`src/rtl/clock_divider_bank.sv`:
```
// Bank of independent 50%-duty clock dividers. Half-period changes are staged
// through a ready/valid port and only take effect at a period boundary.
module clock_divider_bank #(
  parameter int                      NUM_CH       = 2,
  parameter int                      CNT_W        = 27,
  parameter logic [NUM_CH*CNT_W-1:0] DEFAULT_HALF = {CNT_W'(1_000_000), CNT_W'(100_000_000)},
  parameter int                      CH_W         = (NUM_CH > 1) ? $clog2(NUM_CH) : 1
) (
  input  logic              clk,
  input  logic              reset_n,
  input  logic [NUM_CH-1:0] enable,
  input  logic              sync,
  input  logic              cfg_valid,
  input  logic [CH_W-1:0]   cfg_ch,
  input  logic [CNT_W-1:0]  cfg_half,
  output logic              cfg_ready,
  output logic [NUM_CH-1:0] clk_out,
  output logic [NUM_CH-1:0] tick
);

  logic [CNT_W-1:0]  cnt_r   [NUM_CH];
  logic [CNT_W-1:0]  half_r  [NUM_CH];
  logic [CNT_W-1:0]  stage_r [NUM_CH];
  logic [NUM_CH-1:0] pend_r;
  logic [NUM_CH-1:0] clk_out_r;
  logic [NUM_CH-1:0] tick_r;

  logic [CNT_W-1:0]  cnt_s   [NUM_CH];
  logic [CNT_W-1:0]  half_s  [NUM_CH];
  logic [CNT_W-1:0]  stage_s [NUM_CH];
  logic [NUM_CH-1:0] pend_s;
  logic [NUM_CH-1:0] clk_out_s;
  logic [NUM_CH-1:0] tick_s;
  logic [NUM_CH-1:0] sel_s;
  logic [NUM_CH-1:0] term_s;
  logic [NUM_CH-1:0] apply_s;
  logic [CNT_W-1:0]  cfg_half_s;

  // Channel decode and back-pressure; an out-of-range channel selects nothing and is always ready.
  always_comb begin
    sel_s = {NUM_CH{1'b0}};
    for (int i = 0; i < NUM_CH; i++) begin
      sel_s[i] = (cfg_ch == CH_W'(i));
    end
    cfg_ready  = ~|(sel_s & pend_r);
    cfg_half_s = (cfg_half == {CNT_W{1'b0}}) ? CNT_W'(1) : cfg_half;
  end

  // Per-channel next state: sync beats terminal count beats plain counting.
  always_comb begin
    term_s    = {NUM_CH{1'b0}};
    apply_s   = {NUM_CH{1'b0}};
    pend_s    = pend_r;
    clk_out_s = clk_out_r;
    tick_s    = {NUM_CH{1'b0}};
    for (int i = 0; i < NUM_CH; i++) begin
      cnt_s[i]   = cnt_r[i];
      half_s[i]  = half_r[i];
      stage_s[i] = stage_r[i];
      term_s[i]  = enable[i] && (cnt_r[i] == half_r[i] - CNT_W'(1));
      apply_s[i] = pend_r[i] && (sync || term_s[i] || !enable[i]);

      if (sync) begin
        cnt_s[i]     = {CNT_W{1'b0}};
        clk_out_s[i] = 1'b0;
      end else if (term_s[i]) begin
        cnt_s[i]     = {CNT_W{1'b0}};
        clk_out_s[i] = ~clk_out_r[i];
        tick_s[i]    = 1'b1;
      end else if (enable[i]) begin
        cnt_s[i] = cnt_r[i] + CNT_W'(1);
      end else if (apply_s[i] && (cnt_r[i] >= stage_r[i])) begin
        // A shorter half applied while stopped would leave the held count past terminal.
        cnt_s[i] = stage_r[i] - CNT_W'(1);
      end else begin
        cnt_s[i] = cnt_r[i];
      end

      if (apply_s[i]) begin
        half_s[i] = stage_r[i];
        pend_s[i] = 1'b0;
      end else begin
        half_s[i] = half_r[i];
      end

      // A transfer needs pend clear, so it never collides with an apply on the same channel.
      if (cfg_valid && sel_s[i] && !pend_r[i]) begin
        stage_s[i] = cfg_half_s;
        pend_s[i]  = 1'b1;
      end else begin
        stage_s[i] = stage_r[i];
      end
    end
  end

  // State registers with asynchronous reset to the default half-periods.
  always_ff @(posedge clk or negedge reset_n) begin
    if (!reset_n) begin
      for (int i = 0; i < NUM_CH; i++) begin
        cnt_r[i]   <= {CNT_W{1'b0}};
        half_r[i]  <= DEFAULT_HALF[i*CNT_W +: CNT_W];
        stage_r[i] <= {CNT_W{1'b0}};
      end
      pend_r    <= {NUM_CH{1'b0}};
      clk_out_r <= {NUM_CH{1'b0}};
      tick_r    <= {NUM_CH{1'b0}};
    end else begin
      for (int i = 0; i < NUM_CH; i++) begin
        cnt_r[i]   <= cnt_s[i];
        half_r[i]  <= half_s[i];
        stage_r[i] <= stage_s[i];
      end
      pend_r    <= pend_s;
      clk_out_r <= clk_out_s;
      tick_r    <= tick_s;
    end
  end

  assign clk_out = clk_out_r;
  assign tick    = tick_r;

endmodule

```
`config.mk`:
```
export PLATFORM = sky130hd
export DESIGN_NAME = clock_divider_bank
export DESIGN_NICKNAME = d
export VERILOG_FILES = /design/src/rtl/clock_divider_bank.sv
export SDC_FILE = /design/constraint.sdc
export NUM_CORES = 1
export LEC_CHECK = 0
export BUFFER_PORTS_ARGS = -buffer_cell sky130_fd_sc_hd__buf_2
export CELL_PAD_IN_SITES_DETAIL_PLACEMENT = 1
export CELL_PAD_IN_SITES_GLOBAL_PLACEMENT = 2
export CORE_MARGIN = 4
export CORE_UTILIZATION = 36
export CTS_CLUSTER_DIAMETER = 200
export DETAILED_ROUTE_END_ITERATION = 10
export PLACE_DENSITY_LB_ADDON = 0.1
export SLEW_MARGIN = 20
export SYNTH_ARGS = -nofsm -noshare
export SYNTH_HDL_FRONTEND = slang
export SYNTH_SLANG_ARGS = --single-unit
```
`constraint.sdc`:
```
create_clock -name clk -period 10.4 [get_ports clk]
set_input_delay 1.56 -clock clk [delete_from_list [all_inputs] [get_ports clk]]
set_output_delay 1.56 -clock clk [all_outputs]
set_load 0.01 [all_outputs]
```
* Yosys cells after proc, flatten, opt, wreduce, memory -nomap -nowiden
Index checks and enable logic that the tools add are counted.
** Cells by class
- Add/subtract/negate cells :: 6
- Order comparisons :: 2
- Equal/unequal tests :: 2
- Muxes and demuxes :: 21
- Bitwise gates (word level) :: 4
- Reductions and logical operators :: 27
** Operators with widths (count)
- $mux 27 :: 9
- $sub 27x1->27 const B :: 4
- $add 27x1->27 const B :: 2
- $eq 27x27->1 :: 2
- $ge 27x27->1 :: 2
- $logic_not 27->1 :: 1
- $mux 1 :: 12
- $logic_and 1x1->1 :: 10
- $reduce_bool 2->1 :: 4
- $reduce_bool 4->1 :: 2
- $logic_not 1->1 :: 5
- $logic_or 1x1->1 :: 4
- $not 1->1 :: 3
- $and 2x2->2 :: 1
- $reduce_or 2->1 :: 1
** Word-level totals
- Register bits :: 168
- Input port bits :: 34
- Output and inout bits :: 5
- Logic and storage cells :: 73

* Depth between registers and ports, before layout
Gate-level depths: netlist (run 1).
- Depth after elaboration :: 11
- Depth in mapped cells :: 14
- Gate-level depth less buffers :: 10

* Least setup slack after synthesis (run 1)
OpenSTA, ideal clock, no wires.
- Path kind :: input to register
- Start point :: in enable[0]
- End point :: reg half_r[52] (netlist name)
- Setup time :: 0.127 ns
- Arrival :: 3.749 ns
- Required time :: 10.273 ns
- Setup slack :: 6.523 ns
- Stages :: 10
- Buffers on the path :: 3
- Path through :: clkbuf_1 -> nand3_1 -> nor4_1 -> nand3_1 -> a2111o_1 -> o41a_1 -> a21boi_1 -> buf_4 -> buf_6 -> mux2_1
** On the way
- Word-level cells in the longest chain between the ends :: 4
- Elaborated cells between the ends (all ways) :: 5
- Classes of those cells :: reduce/logical: 5
** Ends and longest elaborated chain
- start: declaration :: line 11 : input logic [NUM_CH-1:0] enable,
- $logic_and 1x1->1 :: line 60 : term_s[i] = enable[i] && (cnt_r[i] == half_r[i] - CNT_W'(1));
- $logic_or 1x1->1 :: line 61 : apply_s[i] = pend_r[i] && (sync || term_s[i] || !enable[i]);
- $logic_or 1x1->1 * :: line 61
- $logic_and 1x1->1 * :: line 61
- end signal: indexed assignment :: line 101 : half_r[i] <= DEFAULT_HALF[i*CNT_W +: CNT_W];
- end signal: indexed assignment :: line 110 : half_r[i] <= half_s[i];
- end: declaration :: line 22 : logic [CNT_W-1:0] half_r [NUM_CH];
Mark *: on every way between the ends. The rest lies on a longest branch, timed or not.
A chain may end at the register's enable or synchronous reset.

* Worst setup path after layout (run 1)
- Start point :: reg half_r[27] (netlist name)
- End point :: reg cnt_r[47] (netlist name)
** On the way
- Word-level cells in the longest chain between the ends :: 8
- Elaborated cells between the ends (all ways) :: 10
- Classes of those cells :: add/sub: 1; eq/ne: 1; mux: 2; reduce/logical: 6
** Ends and longest elaborated chain
- $sub 27x1->27 * :: line 60
- $eq 27x27->1 * :: line 60
- $logic_and 1x1->1 * :: line 60
- $logic_or 1x1->1 (2 in series) :: line 61
- $logic_and 1x1->1 :: line 61
- $logic_and 1x1->1 :: line 72 : end else if (apply_s[i] && (cnt_r[i] >= stage_r[i])) begin
- $reduce_bool 4->1 (no line)
- end signal: indexed assignment :: line 100 : cnt_r[i] <= {CNT_W{1'b0}};
- end signal: indexed assignment :: line 109 : cnt_r[i] <= cnt_s[i];
- end: declaration :: line 21 : logic [CNT_W-1:0] cnt_r [NUM_CH];
Marks and branches as above.

==> reports/qor.yml, run 1 <==
cts_tree: "done"
worstPathCellList: "inv_1 > ha_1 > or4b_2 > nor4_2 > and2_1 > a31oi_1 > a2111o_1 > o41a_1 > buf_4 > nand2b_1 > o22ai_1"
slowest_delay_ns: 0.76
drt_first_pass_iters: 4
dpl.hpwl_mm: 31.6
via_per_inst: 5.75
synth_area_leaders: "dfrtp_1 (30%), ha_1 (6.0%), xnor2_1 (5.9%), o21ai_0 (5.5%), mux2_2 (4.2%)"
synth_area_per_cell_sq_um: 8.66
die_y_um: 194
fmax_mhz: 225
ys_ff_latch: 168
critPathKind: "flip-flop to flip-flop"
relSlewSlack_pct: 31.9
async_flop_share_pct: 100
cp-end-kind: "flip-flop"
hold_buffers: 0
cp.arrival_ns: 4.73
status: "complete, no violations"
mostFrequentLayoutCells: "dfrtp_1 (149), o21ai_0 (137), inv_1 (102)"
grt_pass1_vias: 11300
antenna_found_initial: 0
syn-cell-area_sq_um: 12500
worst_slew_pin_slew_ns: 1.01
crit_family: "simple AND/OR/NAND/NOR gates"
area_growth_syn_to_layout_pct: 9.13
synth_cells: 1446
switchingPower_mw: 1.02
yosys_most_used_dff: "dfrtp_1"
finalCriticalPeriod_ns: 4.44
cts_sinks: 168
period_share_pct: 42.7
postCtsSetupBuffers: 0
finalPower_mw: 2.60
cts_buffers: 17
num-fill-cells: 4110
p_sw_share_pct: 39.2
cts_buffer_depth: 2
layout_commonest_cell: "dfrtp_1"
pwr-share-clk_pct: 25.3
start_util_pct: 36.3
required_ns: 10.68
grt_max_degree: 68
timing.final.max_slew_violations: 0
grt_pass1_wl_mm: 66.9
drv_cap: 0
nNetsFinal: 1536
ant_nets: 0
seqPwrFrac_pct: 40.9
antennaDiodeCount: 0
layout-drive-gt1-share_pct: 12.4
core_area_sq_um: 34500
skew_ns: 0.0182
vdd_drop_max_mv: 0.108
clock_latency_ns: 0.45
dieArea_sq_um: 37800
finalHoldViolations: 0
hold_path.class: "flip-flop to flip-flop"
synth_fp_nets: 1540
powerDensity_nw_per_um2: 190
cp-start-kind: "flip-flop"
critPathSlowestCell: "nand2b_1"
clkSlewWorstSetupHoldPaths_ns: 0.07
htree_levels: 4
cp_max_fo: 29
grt_use_total_pct: 22.1
leakage_nw: 5.30
ctsResizeCount: 0
yosysWarnings: 0
yosysSeqAreaShare_pct: 33.8
rsz0062_at_grt: "no"
synth_top_area_cell: "dfrtp_1"
drt_iter0_markers: 582
finalSetupViolCount: 0
critical_path_buf_inv_count: 2
overflow: 0
p_int_mw: 1.58
place_congestion: 0.848
io_pins: 39
wire_per_inst_um: 22.0
rows: 68
die_w_um: 194
synthDistinctLibCells: 78
pwr-share-comb_pct: 33.7
wl_mm: 41.9
final.setup.tns_ns: 0
synth_edf_count: 0
synth_top_cell_area_share_pct: 29.8
portBuffers: 38
drcViolationCount: 0
root_buffer: "clkbuf_16"
num_vias: 11000
==> flip-flops by register name, indices dropped and copies added (netlist names) <==
signal and count:
cnt_r 54, half_r 54, stage_r 54, clk_out 2
pend_r 2, tick 2
==> final cells by class <==
| class | count | area, sq um | area share, % |
|---|---|---|---|
| clock buffer | 25 | 505 | 3.70 |
| clock inverter | 7 | 90.1 | 0.659 |
| inverter | 103 | 387 | 2.83 |
| multi-input combinational | 1095 | 7540 | 55.2 |
| sequential | 168 | 4230 | 30.9 |
| tap | 455 | 569 | 4.17 |
| timing repair buffer | 57 | 339 | 2.48 |
==> kinds of logic (layout without fill, tap and decap cells) <==
logic type      after synthesis  in the layout  synth area share [%]
fa+ha+maj                    60             60                  6.00
xor+xnor                    110            110                  7.70
buf+inv                     183            192                  6.09
mux                          86             86                  7.61
compound gates              359            359                  17.8
flops                       168            168                  33.8
simple gates                480            480                  21.0
==> path summary, 6_finish.rpt <==
check                             from         end  slack (ns)  depth (start not counted)
hold reg to reg            stage_r[50]  half_r[50]        0.52                          1
max in group asynchronous      reset_n  clk_out[0]        8.07                          2
hold / removal             stage_r[50]  half_r[50]        0.52                          1
min in group asynchronous      reset_n    cnt_r[3]        1.06                          1
setup reg to reg            half_r[27]   cnt_r[47]        5.96                         11
setup / recovery            half_r[27]   cnt_r[47]        5.96                         11
==> cell usage after synthesis (5+ instances only) <==
cell	n
o21ai_0	137
mux2_1	26
or4_1	18
buf_2	9
nand2_1	99
dfstp_2	19
dfrtp_1	149
nor2_1	81
o211ai_1	30
and4_1	22
and3_1	15
o31ai_1	6
a311o_1	5
or2_2	7
nor2b_1	14
a21o_1	6
nand3_1	51
nor3_1	42
nor4_1	35
nor4b_1	10
clkbuf_1	60
ha_1	60
a2111oi_0	5
o21a_1	7
nand4_1	31
and2_1	6
or3_1	21
a31oi_1	40
mux2i_1	13
xnor2_1	84
o22ai_1	24
nand2b_1	6
inv_1	102
buf_6	5
xor2_1	26
mux2_2	47
a21oi_1	52
==> metrics by stage <==
stage                     setup slack, ns  instances  area (sq um)  hold slack (ns)  utilization (%)
final                                5.96       1910         13700            0.522             39.6
after global routing                 5.65       1910         13700            0.555             39.6
after CTS                            5.93       1910         13700            0.526             39.6
after detailed placement             5.59       1878         13100            0.514             37.9
after global placement               5.64       1878         13100            0.505             37.9
after floorplan                      6.52       1446         12500            0.478                -
==> power groups by stage <==
| stage | logic (mW) | clock network, mW | registers, mW |
|---|---|---|---|
| 2_1_floorplan | 0.692 | 0 | 0.954 |
| 3_3_place_gp | 0.862 | 0 | 1.07 |
| 3_5_place_dp | 0.877 | 0 | 1.07 |
| 4_1_cts | 0.882 | 0.683 | 1.06 |
| 5_1_grt | 0.978 | 0.708 | 1.09 |
| 6_report | 0.878 | 0.660 | 1.06 |
==> per-layer routing <==
layer / track usage (%) / part of all wire (%) / vias up
li1: - / - / 5328
met1: 29.8 / 48 / 5508
met4: 6.22 / 2.3 / 0
met5: 0 / 0 / -
met3: 2.37 / 1.8 / 44
met2: 37.6 / 48 / 111
Power figures use the tool's default switching activity.
==> run 2, diff against run 1 <==
clock period = 4 ns   (was 10.4 ns; I/O delays follow)
==> run 2 against run 1 <==
Compared with the run above: register-to-register slack worse by 5.8 ns; routed wire length up 0.70%; maximum frequency up 16%; clock skew down 0.0063 ns; clock-buffer cell count down 4; flip-flop and latch count unchanged; setup slack worse by 5.8 ns; utilization up 1.0 points; cell count up 1.6%; global-route usage up 0.15 points; critical path depth down 2; sequential power rose to 2.6 times the previous value.
==> reports/qor.yml, run 2 (synthesis results as in run 1) <==
status: "complete, no violations"
drt_first_pass_iters: 6  # +2
powerDensity_nw_per_um2: 501  # +160%
wl_met1_mm: 20.0  # +0.10%
rr_endpoint: "half_r[33]"
final.setup.tns_ns: 0  # unchanged
pre_cts_slack_ns: 0.146  # -5.44 ns
startpoint: "half_r[36]"
grt_max_degree: 69  # +1.5%
top_layer_used: "met4"
antennaDiodeCount: 0  # unchanged
r2r_start: "half_r[36]"
io_pins: 39  # unchanged
ctsResizeCount: 0  # unchanged
cp_max_fo: 27  # -6.9%
critPathKind: "flip-flop to flip-flop"
drv_cap: 0  # unchanged
top_regs: "cnt_r (54), half_r (54), stage_r (54)"
cts_buffer_depth: 2  # unchanged
rsz0062_at_grt: "no"
leakage_nw: 5.49  # +3.5%
hold_path.class: "input pin to async pin"
period_share_pct: 95.8  # +53 points
start_util_pct: 36.3  # unchanged
place_congestion: 0.899  # +6.0%
antenna_found_initial: 0  # unchanged
area_growth_syn_to_layout_pct: 11.9
dieArea_sq_um: 37800  # unchanged
wl_mm: 42.2  # +0.70%
htree_levels: 4  # unchanged
grt_use_total_pct: 22.2  # +0.15 points
placed_area_sq_um: 13300  # +2.1%
worst_slack_ns: 0.167  # -5.79 ns
drcViolationCount: 0  # unchanged
nNetsFinal: 1566  # +2.0%
cp.arrival_ns: 4.17  # -0.56 ns
worst_slew_pin_slew_ns: 0.726  # -0.281 ns
postCtsSetupBuffers: 0  # unchanged
critical_path.endpoint: "half_r[33]"
layout.cells.non_filler: 1940  # +1.6%
finalPower_mw: 7.02  # +170%
hold_buffers: 0  # unchanged
via_per_inst: 5.75  # about the same
fmax_mhz: 261  # +16%
fin_area_sq_um: 14000  # +2.5%
cts_sinks: 168  # unchanged
mostFrequentLayoutCells: "dfrtp_1 (149), o21ai_0 (137), inv_1 (102)"
clock_latency_ns: 0.45  # about the same
timing.final.max_slew_violations: 0  # unchanged
finalCriticalPeriod_ns: 3.83  # -0.612 ns
wl_met3_um: 925  # +24%
die_y_um: 194  # unchanged
finalSetupViolCount: 0  # unchanged
relSlewSlack_pct: 51.1  # +19 points
grt_pass1_vias: 11400  # +0.20%
cts_buffers: 17  # unchanged
dp.cells: 1908  # +1.6%
grt_pass1_wl_mm: 66.9  # about the same
wl_met2_mm: 20.3  # +0.18%
num-fill-cells: 4032  # -1.9%
wire_per_inst_um: 21.8  # -0.86%
portBuffers: 38  # unchanged
finalHoldViolations: 0  # unchanged
clkSlewWorstSetupHoldPaths_ns: 0.07  # about the same
ant_nets: 0  # unchanged
vdd_drop_max_mv: 0.295  # +170%
reg2regPathDepth: 9  # -2
layout-drive-gt1-share_pct: 14.3  # +1.8 points
cp-start-kind: "flip-flop"
rows: 68  # unchanged
skew_ns: 0.0119  # -0.00629 ns
root_buffer: "clkbuf_16"
dpl.hpwl_mm: 32.5  # +2.8%
overflow: 0  # unchanged
cts_tree: "done"
die_w_um: 194  # unchanged
r2r_setup_slack_ns: 0.17  # -5.79 ns
num_vias: 11200  # +1.6%
cp-end-kind: "flip-flop"
drt_iter0_markers: 582  # unchanged
layout_commonest_cell: "dfrtp_1"
core_area_sq_um: 34500  # unchanged
required_ns: 4.34  # -6.34 ns
-- run 2: cell count changes in the layout (fill, tap and decap cells not counted), sizes merged --
cell | before | now
bufinv | 2 | 5
buf | 57 | 87
clkbuf | 25 | 21
inv | 102 | 103
-- run 2: stage by stage --
stage | hold slack, ns | util, %
after floorplan | 0.304 | -
after global placement | 0.514 | 38.7
after detailed placement | 0.515 | 38.7
after CTS | 0.153 | 40.6
after global routing | 0.169 | 40.6
final | 0.127 | 40.6
-- run 2: worst min-delay path by stage --
stage,startpoint,to,slack [ns],cells past startpoint
after floorplan,reset_n,clk_out[0],0.30,0
after global placement,stage_r[38],half_r[38],0.51,1
after detailed placement,stage_r[38],half_r[38],0.51,1
final,reset_n,cnt_r[1],0.13,1
after CTS,reset_n,cnt_r[1],0.15,1
after global routing,reset_n,half_r[0],0.17,1
-- run 2: worst max-delay path, stage by stage, from the launching register on --
cell	delay, ns
dfrtp_1	0.42
or4_1	0.65
or4_1	0.61
nor4_1	0.26
a21oi_1	0.10
a2111o_1	0.42
o41a_1	0.43
a21boi_2	0.20
buf_12	0.22
mux2_2	0.37
-- run 2: where the power goes --
group / leakage, nW / internal, mW / switching, mW
registers: 2.07 / 2.11 / 0.623
logic: 3.11 / 1.07 / 1.34
clock network: 0.308 / 1.13 / 0.749
-- run 2: area by class of cell --
class                           count  area, sq um  area share, %
Clock buffer                       21          450           3.22
Timing Repair Buffer               87          614           4.39
Inverter                          103          387           2.76
Multi-Input combinational cell   1095         7560           54.0
Tap cell                          455          569           4.06
Clock inverter                     11          196           1.40
Sequential cell                   168         4230           30.2
-- run 2: layer usage --
| metal | vias to the layer above | GRT usage, % |
|---|---|---|
| met5 | - | 0 |
| met4 | 0 | 6.59 |
| met3 | 46 | 2.27 |
| met2 | 155 | 37.0 |
| met1 | 5590 | 30.6 |
| li1 | 5372 | - |
